## src/rtl/uart_tx_fifo_reader.sv

```systemverilog
// UART transmit serialiser that drains the TX FIFO through an active-low read strobe.
// Frames are start + 7/8 data bits LSB first + optional parity + one stop bit; the next byte is prefetched during stop.
module uart_tx_fifo_reader #(
   parameter int OVERSAMPLE = 16,
   parameter int READ_LAT   = 2
) (
   input  logic       CLK,
   input  logic       RESET,
   input  logic       BAUD_EN,
   input  logic       BIT8,
   input  logic       PARITY_EN,
   input  logic       ODD_N_EVEN,
   input  logic       FIFO_EMPTY,
   input  logic [7:0] FIFO_DATA,
   output logic       FIFO_RDB,
   output logic       TX,
   output logic       TX_BUSY,
   output logic       TX_DONE
);

   localparam int              OS_W     = (OVERSAMPLE > 2) ? $clog2(OVERSAMPLE) : 1;
   localparam logic [OS_W-1:0] OS_LAST  = OS_W'(OVERSAMPLE - 1);
   localparam logic [1:0]      LAT_LAST = 2'(READ_LAT);

   typedef enum logic [2:0] {
      S_IDLE, S_FETCH, S_WAIT, S_START, S_DATA, S_PARITY, S_STOP
   } state_t;

   state_t          state, state_nxt;
   logic [OS_W-1:0] os_cnt;
   logic [2:0]      bit_cnt;
   logic [7:0]      shift;
   logic            frame_bit8, frame_pe, frame_par;
   logic [7:0]      hold_data;
   logic            hold_bit8, hold_pe, hold_odd, prefetch;
   logic            rd_pend;
   logic [1:0]      rd_cnt;
   logic            tx_q, rdb_q, tx_nxt, rdb_nxt;

   logic       bit_end, rd_done, last_data, in_frame, stop_entry, start_read, load;
   logic [7:0] ld_data;
   logic       ld_bit8, ld_pe, ld_odd;

   assign bit_end    = BAUD_EN && (os_cnt == OS_LAST);
   assign rd_done    = rd_pend && (rd_cnt == LAT_LAST);
   assign last_data  = (bit_cnt == (frame_bit8 ? 3'd7 : 3'd6));
   assign in_frame   = (state == S_START) || (state == S_DATA) ||
                       (state == S_PARITY) || (state == S_STOP);
   assign stop_entry = (state != S_STOP) && (state_nxt == S_STOP);
   assign start_read = !FIFO_EMPTY && ((state == S_IDLE) || stop_entry);

   // A frame loads either straight from the FIFO bus (first byte, or a prefetch landing
   // exactly at stop end) or from the hold register filled during the previous stop bit.
   assign load    = ((state == S_WAIT) && rd_done) ||
                    ((state == S_STOP) && bit_end && (prefetch || rd_done));
   assign ld_data = rd_done ? FIFO_DATA  : hold_data;
   assign ld_bit8 = rd_done ? BIT8       : hold_bit8;
   assign ld_pe   = rd_done ? PARITY_EN  : hold_pe;
   assign ld_odd  = rd_done ? ODD_N_EVEN : hold_odd;

   // NOTE: every always_comb output gets a default first so no path can infer a latch.
   always_comb begin
      state_nxt = state;
      unique case (state)
         S_IDLE:   if (!FIFO_EMPTY) state_nxt = S_FETCH;
         S_FETCH:  state_nxt = S_WAIT;
         S_WAIT:   if (rd_done) state_nxt = S_START;
         S_START:  if (bit_end) state_nxt = S_DATA;
         S_DATA:   if (bit_end && last_data) state_nxt = frame_pe ? S_PARITY : S_STOP;
         S_PARITY: if (bit_end) state_nxt = S_STOP;
         S_STOP: begin
            if (bit_end) begin
               if (prefetch || rd_done) state_nxt = S_START;
               else if (rd_pend)        state_nxt = S_WAIT;
               else                     state_nxt = S_IDLE;
            end
         end
         default:  state_nxt = S_IDLE;
      endcase
   end

   // TX holds shift[0] throughout DATA, so a mid-data bit end presents shift[1].
   always_comb begin
      tx_nxt = 1'b1;
      unique case (state_nxt)
         S_START:  tx_nxt = 1'b0;
         S_DATA:   tx_nxt = ((state == S_DATA) && bit_end) ? shift[1] : shift[0];
         S_PARITY: tx_nxt = frame_par;
         default:  tx_nxt = 1'b1;
      endcase
      rdb_nxt = !start_read;
      TX_DONE = (state == S_STOP) && bit_end;
      TX_BUSY = (state != S_IDLE);
   end

   // NOTE: sequential state uses non-blocking assignments so every register samples pre-edge values.
   always_ff @(posedge CLK) begin
      if (!RESET) begin
         state      <= S_IDLE;
         tx_q       <= 1'b1;
         rdb_q      <= 1'b1;
         os_cnt     <= '0;
         bit_cnt    <= '0;
         shift      <= '0;
         frame_bit8 <= 1'b0;
         frame_pe   <= 1'b0;
         frame_par  <= 1'b0;
         hold_data  <= '0;
         hold_bit8  <= 1'b0;
         hold_pe    <= 1'b0;
         hold_odd   <= 1'b0;
         prefetch   <= 1'b0;
         rd_pend    <= 1'b0;
         rd_cnt     <= '0;
      end else begin
         state <= state_nxt;
         tx_q  <= tx_nxt;
         rdb_q <= rdb_nxt;

         if (load)                    os_cnt <= '0;
         else if (in_frame && BAUD_EN) os_cnt <= bit_end ? '0 : os_cnt + 1'b1;

         if (load) begin
            bit_cnt    <= '0;
            shift      <= ld_data;
            frame_bit8 <= ld_bit8;
            frame_pe   <= ld_pe;
            frame_par  <= (^ld_data[6:0]) ^ (ld_bit8 & ld_data[7]) ^ ld_odd;
         end else if ((state == S_DATA) && bit_end) begin
            bit_cnt <= bit_cnt + 3'd1;
            shift   <= {1'b0, shift[7:1]};
         end

         if (start_read) begin
            rd_pend <= 1'b1;
            rd_cnt  <= '0;
         end else if (rd_pend) begin
            if (rd_done) rd_pend <= 1'b0;
            else         rd_cnt  <= rd_cnt + 2'd1;
         end

         if (rd_done && !load) begin
            hold_data <= FIFO_DATA;
            hold_bit8 <= BIT8;
            hold_pe   <= PARITY_EN;
            hold_odd  <= ODD_N_EVEN;
            prefetch  <= 1'b1;
         end else if (load) begin
            prefetch  <= 1'b0;
         end
      end
   end

   assign TX       = tx_q;
   assign FIFO_RDB = rdb_q;

endmodule

```

## config.mk

```make
export PLATFORM = sky130hd
export DESIGN_NAME = uart_tx_fifo_reader
export DESIGN_NICKNAME = d
export VERILOG_FILES = /design/src/rtl/uart_tx_fifo_reader.sv
export SDC_FILE = /design/constraint.sdc
export NUM_CORES = 1
export LEC_CHECK = 0
export ABC_AREA = 1
export CAP_MARGIN = 10
export CORE_AREA = 5 5 91 93
export CTS_CLUSTER_DIAMETER = 150
export DETAILED_ROUTE_END_ITERATION = 8
export DIE_AREA = 0 0 96 98
export GPL_ROUTABILITY_DRIVEN = 0
export PLACE_DENSITY = 0.46
export SLEW_MARGIN = 30
export SYNTH_ARGS = -nofsm -noshare
export SYNTH_HDL_FRONTEND = slang
export SYNTH_SLANG_ARGS = --single-unit
```

## constraint.sdc

```tcl
create_clock -name CLK -period 2.4 [get_ports CLK]
set_clock_uncertainty 0.15 [all_clocks]
set_input_delay 0.24 -clock CLK [delete_from_list [all_inputs] [get_ports CLK]]
set_output_delay 0.24 -clock CLK [all_outputs]
set_load 0.02 [all_outputs]
```

==> flow_summary.toml <==
[sta]
maxSlewHeadroom = 0.7630
fin_crit_sh = 0.9070
final_max_slew_viol_count = 0
setup_tns_ps = 0
fmax_ghz = 0.4594
setup_viol = 0
hold_viol = 0
period_needed_ps = 2177
tightest_slew_ps = 352.4
rsz0062_at_grt = "false"

[floorplanning]
rows = 32
die_w_um = 96
start_util = 0.2863
core_mm2 = 0.007447
die-area_mm2 = 0.009408
io_pins = 19
fp.dieH_um = 98

[synthesis]
synth_area_mm2 = 0.002132
yosysTopAreaCellShare = 0.3568
yosysSeqAreaShare = 0.3568
synth_cells = 330
ys_seq_elements = 38
syn-num-nets = 348
synth_cell_types = 29
syn_area_per_cell_um2 = 6.461
synth_area_leaders = "dfxtp_1 36%, nand2_1 21%, nand3_1 7.7%"
yosys_warnings = 0
synth_top_area_cell = "dfxtp_1"

[critical_path]
cp.required_ps = 2440
cp_cell_sequence = "inv_1 > ha_1 > nand2_4 > inv_2 > nand4_1 > nand2_4 > nor2_2 > nand2_2 > nor2_1 > nand2_1 > nand3_1 > nand2_1"
regToRegStartpoint = "rd_cnt[0]"
arrival_ps = 2220
crit_start = "rd_cnt[0]"
path_delay_family = "simple AND/OR/NAND/NOR gates"
slowest_stage = "dfxtp_1"
end_kind = "register"
worstPathMaxFanout = 20
criticalPathCategory = "register to register"
critPathMaxStageDelay_ps = 350
cp.buffers_inverters = 2
worstSetupStartpointType = "register"

[place]
portBuffers = 18
dp_hpwl_um = 3631

[cells_and_area]
areaGrowthSynthToFinish_pct = 17.25
ff_latch_area_um2 = 760.7
nNetsFinal = 368
final_util = 0.3357
multiInputGateArea_mm2 = 0.001142
diodes = 0
fillCellCount = 850
layout-drive-gt1-share = 0.08547

[clock_network]
clkLatencyLatePin_ps = 290
clkTransAtPathRegs_ps = 80
cts_root_buffer = "clkbuf_8"
hold_buffers = 0
cts_tree = "yes"
post_cts_buffers = 0
cts_buffers = 5
htreeDepth = 2
clockBufferDepth = 2
clock_sinks = 38

[min_path]
hold_path.class = "register to register"
min-delay-start = "hold_odd"

[route]
dr.pass1.iters = 4
drt_iter0_drc = 96
drc_errors = 0
vias = 1995
vias_per_cell = 4.404
drt_wl_total_um = 4995
ant_nets = 0
routedWlPerCell_um = 11.03

[global_routing]
antenna_found_initial = 0
grt_pass1_vias = 1878
grt.total_usage = 0.1127
grt_pass1_wl_um = 8500
overflow = 0
grt_max_degree = 21

[flow_run]
maxCapViolCount = 0

[outcome]
status = "finished, final reports clean"

[power_and_ir_drop]
cellPowerDensity_mw_per_mm2 = 525.5
ir_drop_uv = 182.6
leakagePower_nw = 1.105
## synth_stat cells
master and count:
nand2_1 120, a21boi_0 1, clkbuf_1 2, nor2_2 4, xor2_1 3, nand2_4 3
nor3_1 2, nand3_1 33, a211oi_2 1, a31oi_1 8, nor2_4 1, xnor2_1 2
nand2_2 3, a21oi_1 19, clkinv_1 1, nand4_1 2, inv_1 36, nor2_1 18
nand3_2 1, o21ai_0 13, a211oi_1 2, buf_4 1, ha_1 3, o21ai_1 1
and3_1 1, dfxtp_1 38, buf_6 4, inv_2 4, buf_2 3
## through the flow
stage          worst slack (ps)  std cells  hold WS, ps  cell area [um^2]   power, W
2_1_floorplan             546.9        330        248.2              2132  0.0007906
3_3_place_gp              243.8        445        291.9              2402  0.0008628
3_5_place_dp              209.7        445        294.9              2402  0.0008605
4_1_cts                   37.26        453        308.5              2497   0.001336
5_1_grt                   27.83        453        335.7              2500   0.001391
6_report                  223.2        453        309.2              2500   0.001314
## worst register-to-register path, cell delays in order (launching register included)
cell	delay, ps
dfxtp_1	350
inv_1	50
ha_1	230
nand2_4	220
inv_2	150
nand4_1	150
nand2_4	150
nor2_2	170
nand2_2	80
nor2_1	100
nand2_1	80
nand3_1	120
nand2_1	70
## power by group
group          switching, W  internal [W]  total (W)
sequential        0.0000127      0.000646   0.000658
clock              0.000238      0.000231   0.000469
combinational      0.000112     0.0000741   0.000186
total              0.000363      0.000951    0.00131
## cell type report
type / count / area share
multi-input combinational: 241 / 0.4570
clock inverter: 2 / 0.005005
timing repair buffer: 23 / 0.08809
inverter: 41 / 0.06156
sequential: 38 / 0.3043
clock buffer: 6 / 0.03303
tap: 102 / 0.05105
## metal layers
| layer | global-route usage | wire length (um) | up-vias |
|---|---|---|---|
| met1 | 0.1537 | 2548 | 884 |
| met2 | 0.1753 | 2285 | 19 |
| met5 | 0 | 0 | - |
| met4 | 0.03282 | 55 | 0 |
| li1 | - | - | 1087 |
| met3 | 0.02696 | 105 | 5 |
## cell usage in the layout (no fill, tap or decap), drive strengths merged
cell / netlist / final
and3: 1 / 1
clkinvlp: 0 / 1
a21boi: 1 / 1
o21ai: 14 / 14
dfxtp: 38 / 38
a21oi: 19 / 19
xnor2: 2 / 2
a211oi: 3 / 3
ha: 3 / 3
nor3: 2 / 2
nor2: 23 / 23
nand2: 126 / 126
buf: 8 / 5
clkbuf: 2 / 6
clkinv: 1 / 2
inv: 40 / 40
nand4: 2 / 2
dlymetal6s2s: 0 / 1
nand3: 34 / 34
clkdlybuf4s50: 0 / 17
a31oi: 8 / 8
xor2: 3 / 3
## path summary, 6_finish.rpt
kind | end | slack, ps | cells past startpoint
setup / recovery | FIFO_RDB | 220 | 12
hold / removal | hold_odd | 310 | 2
setup reg to reg | FIFO_RDB | 220 | 12
hold reg to reg | hold_odd | 310 | 2
## sequential cells by signal, summed over array words and instances (netlist names), 2 cells and up
register,flops
bit_cnt,3
hold_data,8
os_cnt,4
rd_cnt,2
shift,8
state,3
## cells by family after synthesis
logic type                 count (synthesis)  share of synthesized area
and+or+nand+nor                          188                     0.3803
buffers and inverters                     51                     0.1074
AOI/OAI and AO/OA                         45                     0.1174
DFF                                       38                     0.3568
xor gates and xnor gates                   5                    0.02054
adders and majority gates                  3                    0.01761
## what timing repair did
item | CTS | global route
resized for setup | 0 | 1
hold endpoints to repair | 0 | 0
setup endpoints to repair | 0 | 1
Power figures use the tool's default switching activity.
